===== config.mk =====
export PLATFORM = sky130hd
export DESIGN_NAME = mul_div_unit
export DESIGN_NICKNAME = d
export VERILOG_FILES = /design/src/rtl/mul_div_unit.sv
export SDC_FILE = /design/constraint.sdc
export NUM_CORES = 1
export LEC_CHECK = 0
export BUFFER_PORTS_ARGS = -buffer_cell sky130_fd_sc_hd__buf_2
export CAP_MARGIN = 20
export CELL_PAD_IN_SITES_DETAIL_PLACEMENT = 1
export CELL_PAD_IN_SITES_GLOBAL_PLACEMENT = 2
export CORE_MARGIN = 2
export CORE_UTILIZATION = 35
export DETAILED_ROUTE_END_ITERATION = 7
export HOLD_SLACK_MARGIN = 0.15
export PLACE_DENSITY_LB_ADDON = 0.1
export REMOVE_ABC_BUFFERS = 1
export SLEW_MARGIN = 20
export SYNTH_ARGS = -nofsm -noshare
export SYNTH_HDL_FRONTEND = slang
export SYNTH_SLANG_ARGS = --single-unit

===== constraint.sdc =====
create_clock -name CLK -period 3.8 [get_ports CLK]
set_input_delay 0.76 -clock CLK [delete_from_list [all_inputs] [get_ports CLK]]
set_output_delay 0.76 -clock CLK [all_outputs]
set_load 0.02 [all_outputs]

===== src/rtl/mul_div_unit.sv =====
// Iterative multiply/divide unit with HI/LO result registers.
// One operand bit is processed per RUN cycle; a final SIGN cycle applies
// the sign correction and writes HI/LO. Divide support is compiled in only
// when MUL_DIV_UNIT_DIV_EN is defined; otherwise divide requests are ignored.
module mul_div_unit #(
    parameter int W = 32
) (
    input  logic         CLK,
    input  logic         RESET_N,
    input  logic         START,
    input  logic         SIGNED,
    input  logic         OP_DIV,
    input  logic [W-1:0] SRC_A,
    input  logic [W-1:0] SRC_B,
    input  logic [1:0]   READ_SEL,
    output logic [W-1:0] HILO_OUT,
    output logic         BUSY,
    output logic         STALL
);

    localparam int CW = $clog2(W) + 1;

    typedef enum logic [1:0] {IDLE, RUN, SIGN} state_t;

    state_t         state, state_nxt;
    logic [CW-1:0]  cnt;
    logic [2*W-1:0] acc;       // mul: {partial product, multiplier}; div: {remainder, dividend/quotient}
    logic [W-1:0]   opd;       // multiplicand or divisor magnitude
    logic           sign_a, sign_b;
    logic [W-1:0]   hi_q, lo_q;
    logic           accept;
    logic [W-1:0]   mag_a, mag_b;
    logic [W:0]     mul_sum;
    logic [2*W-1:0] mul_nxt;
    logic [2*W-1:0] prod_fix;
    logic [W-1:0]   res_hi, res_lo;
    logic [2*W-1:0] step_nxt;

`ifdef MUL_DIV_UNIT_DIV_EN
    logic           div_q;
    logic           b_zero;
    logic [W:0]     rem_sh;
    logic [W:0]     diff;
    logic [2*W-1:0] div_nxt;
    assign accept = START && (state == IDLE);
`else
    assign accept = START && (state == IDLE) && !OP_DIV;
`endif

    assign mag_a = (SIGNED && SRC_A[W-1]) ? ('0 - SRC_A) : SRC_A;
    assign mag_b = (SIGNED && SRC_B[W-1]) ? ('0 - SRC_B) : SRC_B;

    // Shift-add multiply step: add multiplicand to the upper half when the
    // current multiplier LSB is set, then shift the whole register right.
    always_comb begin
        mul_sum = {1'b0, acc[2*W-1:W]} + {1'b0, (acc[0] ? opd : {W{1'b0}})};
        mul_nxt = {mul_sum, acc[W-1:1]};
    end

`ifdef MUL_DIV_UNIT_DIV_EN
    // Restoring divide step: shift in the next dividend bit, keep the
    // trial subtraction only when it does not go negative.
    always_comb begin
        rem_sh = {acc[2*W-1:W], acc[W-1]};
        diff   = rem_sh - {1'b0, opd};
        if (!diff[W])
            div_nxt = {diff[W-1:0], acc[W-2:0], 1'b1};
        else
            div_nxt = {rem_sh[W-1:0], acc[W-2:0], 1'b0};
    end
`endif

    // Select the iteration step and the sign-corrected final result.
    always_comb begin
        step_nxt = mul_nxt;
        prod_fix = (sign_a ^ sign_b) ? ('0 - acc) : acc;
        res_hi   = prod_fix[2*W-1:W];
        res_lo   = prod_fix[W-1:0];
`ifdef MUL_DIV_UNIT_DIV_EN
        if (div_q) begin
            step_nxt = div_nxt;
            // Divide by zero keeps the all-ones quotient regardless of sign.
            res_lo = ((sign_a ^ sign_b) && !b_zero) ? ('0 - acc[W-1:0]) : acc[W-1:0];
            res_hi = sign_a ? ('0 - acc[2*W-1:W]) : acc[2*W-1:W];
        end
`endif
    end

    // State register.
    always_ff @(posedge CLK or negedge RESET_N) begin
        if (!RESET_N) state <= IDLE;
        else          state <= state_nxt;
    end

    // Next-state logic: W iteration cycles then one sign-fix cycle.
    always_comb begin
        state_nxt = state;
        case (state)
            IDLE:    if (accept) state_nxt = RUN;
            RUN:     if (cnt == CW'(W - 1)) state_nxt = SIGN;
            SIGN:    state_nxt = IDLE;
            default: state_nxt = IDLE;
        endcase
    end

    // Datapath: operand latch, iteration, and HI/LO write at SIGN exit.
    always_ff @(posedge CLK or negedge RESET_N) begin
        if (!RESET_N) begin
            cnt    <= '0;
            acc    <= '0;
            opd    <= '0;
            sign_a <= 1'b0;
            sign_b <= 1'b0;
            hi_q   <= '0;
            lo_q   <= '0;
`ifdef MUL_DIV_UNIT_DIV_EN
            div_q  <= 1'b0;
            b_zero <= 1'b0;
`endif
        end else begin
            case (state)
                IDLE: if (accept) begin
                    cnt    <= '0;
                    sign_a <= SIGNED & SRC_A[W-1];
                    sign_b <= SIGNED & SRC_B[W-1];
`ifdef MUL_DIV_UNIT_DIV_EN
                    div_q  <= OP_DIV;
                    b_zero <= (SRC_B == '0);
                    if (OP_DIV) begin
                        acc <= {{W{1'b0}}, mag_a};
                        opd <= mag_b;
                    end else begin
                        acc <= {{W{1'b0}}, mag_b};
                        opd <= mag_a;
                    end
`else
                    acc <= {{W{1'b0}}, mag_b};
                    opd <= mag_a;
`endif
                end
                RUN: begin
                    acc <= step_nxt;
                    cnt <= cnt + CW'(1);
                end
                SIGN: begin
                    hi_q <= res_hi;
                    lo_q <= res_lo;
                    cnt  <= '0;
                end
                default: ;
            endcase
        end
    end

    assign BUSY  = (state != IDLE);
    assign STALL = BUSY && (START || (READ_SEL == 2'b01) || (READ_SEL == 2'b10));

    // HI/LO read mux.
    always_comb begin
        case (READ_SEL)
            2'b01:   HILO_OUT = hi_q;
            2'b10:   HILO_OUT = lo_q;
            default: HILO_OUT = '0;
        endcase
    end

endmodule


==> flow_summary.json <==
{
  "status": "finished, final reports clean",
  "rr_worst_depth": 12,
  "worstPathRequired_ns": 4.13,
  "syn-instance-count": 1388,
  "grt_pass1_wl_um": 60980,
  "avgSynthCellArea_um2": 8.230,
  "via_per_inst": 5.429,
  "post-route-period-util_pct": 82.89,
  "ios": 105,
  "p_leak_nw": 5.700,
  "hold_class": "in -> async",
  "hold_viol_final": 0,
  "cts-root-buf": "clkbuf_16",
  "cp-end-kind": "flop",
  "core-area_um2": 32370,
  "cts.repair.resized": 0,
  "max_freq_mhz": 317.5,
  "synthMuxAreaShare_pct": 0.4600,
  "synth-xor-area-share_pct": 11.12,
  "grt_setup_unrepaired": "false",
  "routedWlPerCell_um": 19.72,
  "vias": 10370,
  "area_growth_pct": 14.81,
  "clkSinkCount": 170,
  "grt_pass1_vias": 10780,
  "grt.total_usage_pct": 23.00,
  "cts_tree": "yes",
  "io_buffers": 104,
  "dieWidth_um": 184.7,
  "synthFlopType": "dfrtp_1",
  "drt-total-wl_um": 37660,
  "dieHeight_um": 184.7,
  "fin_skew_ns": 0.01423,
  "gp_congestion": 0.8342,
  "postCtsHoldBufs": 0,
  "fillCellCount": 3943,
  "crit_start": "acc[0]",
  "max_slew_margin_pct": 29.17,
  "crit_type": "reg -> reg",
  "synth_top_area_share_pct": 37.24,
  "maxSlewViolCount": 0,
  "drt_iter0_drc": 566,
  "htree_levels": 4,
  "peakVddDrop_mv": 0.3800,
  "netlist_area_um2": 11420,
  "firstDrtPassIters": 4,
  "holdWs_ns": 0.3741,
  "r2r_start": "acc[0]",
  "dp.final_hpwl_um": 27730,
  "synth-simple-area-share_pct": 19.78,
  "synthTopCellsByArea": "dfrtp_1, o21ai_0, xnor2_1",
  "synth_fa_ha_area_share_pct": 4.337,
  "fin_nets": 1565,
  "drv_cap": 0,
  "layout_min_cycle_time_ns": 3.150,
  "setup-tns-final_ns": 0,
  "synth_top_family_by_area": "compound AO/OA/AOI/OAI gates",
  "drive_above_1_share_pct": 12.60,
  "cts_setup_buffers": 0,
  "cts_buffers": 17,
  "async_reset_ff_share_pct": 100.0,
  "synth-edff-count": 0,
  "clockBufferDepth": 2,
  "ys_warn_count": 0,
  "worstMarginPinSlew_ns": 1.060,
  "p_per_area_nw_per_um2": 610.4,
  "ant_nets": 0,
  "fp-row-count": 66,
  "grt.overflow.total": 0,
  "clk_pin_slew_ns": 0.07,
  "grt_antenna_before_repair": 0,
  "ys_types": 65,
  "start_util_pct": 35.29,
  "grt_max_degree": 129,
  "synth_compound_area_share_pct": 23.23,
  "yosys.area.top_type": "dfrtp_1",
  "crit_fanout": 31,
  "insertion_delay_ns": 0.44,
  "dieArea_um2": 34100,
  "startpoint_type": "flop",
  "drc_errors": 0,
  "setup_viol_count_final": 0,
  "diodes": 0,
  "ys_seq_area_share_pct": 37.24,
  "ys_ff_latch": 170,
  "crit_arrival_ns": 3.48
}
-- Yosys cell counts (4+ instances only) --
master	count
o21ai_0	193
nand2_1	177
dfrtp_1	170
nor2_1	117
xnor2_1	84
a21oi_1	82
clkbuf_1	78
a22oi_1	62
xor2_1	61
and2_1	40
ha_1	38
inv_1	33
nor3_1	29
nand3_1	23
or3_1	18
o31ai_1	17
a21o_1	12
o41ai_1	12
nand4_1	11
o21bai_1	9
and3_1	8
or4_1	8
a31oi_1	7
nand2b_1	7
nor4_1	7
o211ai_1	6
o21a_1	6
nand3b_1	5
nor2b_1	5
a221o_1	4
a32o_1	4
or2_2	4
-- final timing paths --
path                       slack, ns       to
setup reg to reg                0.65  acc[55]
hold / removal                  0.37   opd[3]
setup / recovery                0.65  acc[55]
min in group CLK                0.47  opd[18]
hold reg to reg                 0.47  opd[18]
max in group asynchronous       2.60   acc[8]
-- metrics by stage --
step | util, % | std cells | cell area, µm² | power, mW | setup WS, ns
4_1_cts | 40.51 | 1910 | 13120 | 8.101 | 0.5762
3_5_place_dp | 38.55 | 1878 | 12480 | 6.133 | 0.5828
3_3_place_gp | 38.55 | 1878 | 12480 | 6.086 | 0.6503
6_report | 40.51 | 1910 | 13120 | 8.005 | 0.6502
5_1_grt | 40.51 | 1910 | 13120 | 8.629 | 0.3430
2_1_floorplan | - | 1305 | 11110 | 4.939 | 0.4735
-- logic make-up after synthesis --
family | Yosys count
buf+inv | 116
compound gates | 438
flops | 170
simple gates | 475
fa+ha+maj | 39
xor+xnor | 145
mux | 5
-- critical path, stage by stage (launching register included) --
cell and delay [ns]:
dfrtp_1 0.40, buf_4 0.30, nand2_1 0.15, fa_1 0.42, nand2b_1 0.19, nand2_1 0.10
a41o_1 0.30, a211oi_1 0.11, buf_4 0.16, a2111oi_0 0.44, buf_4 0.22, nor3_1 0.05
o31ai_1 0.22
-- power breakdown --
group	internal [mW]	leakage, nW	switching, mW
sequential	2.21	2.11	0.652
combinational	1.32	3.28	1.90
clock	1.12	0.311	0.805
total	4.65	5.70	3.35
-- final cells by class --
cell class	count	area (µm²)	area share, %
Timing Repair Buffer	131	754.5	5.753
Sequential cell	170	4254	32.44
Tap cell	442	553.0	4.217
Inverter	33	123.9	0.9445
Clock buffer	17	425.4	3.244
Multi-Input combinational cell	1102	6794	51.80
Clock inverter	15	210.2	1.603
-- flip-flops by register name, indices dropped and copies added, names as in the netlist --
signal	flops
lo_q	32
opd	32
acc	64
hi_q	32
cnt	6
state	2
sign_b	1
sign_a	1
-- layer usage --
layer	share of wire [%]	track usage, %
met3	2.1	3.122
met2	48	38.93
met4	1.9	6.063
met5	0	0
met1	48	30.89
-- placed cells by master, fill, tap and decap left out, drive strengths merged, types with 9 or more instances in the layout --
master and n:
a21o 13, a21oi 82, a22oi 62, and2 40
buf 131, clkbuf 17, dfrtp 170, ha 38
inv 38, nand2 177, nand3 23, nand4 12
nor2 117, nor3 29, nor4 9, o21ai 195
o21bai 9, o31ai 17, o41ai 12, or3 18
or4 11, xnor2 84, xor2 61
Power figures use the tool's default switching activity.
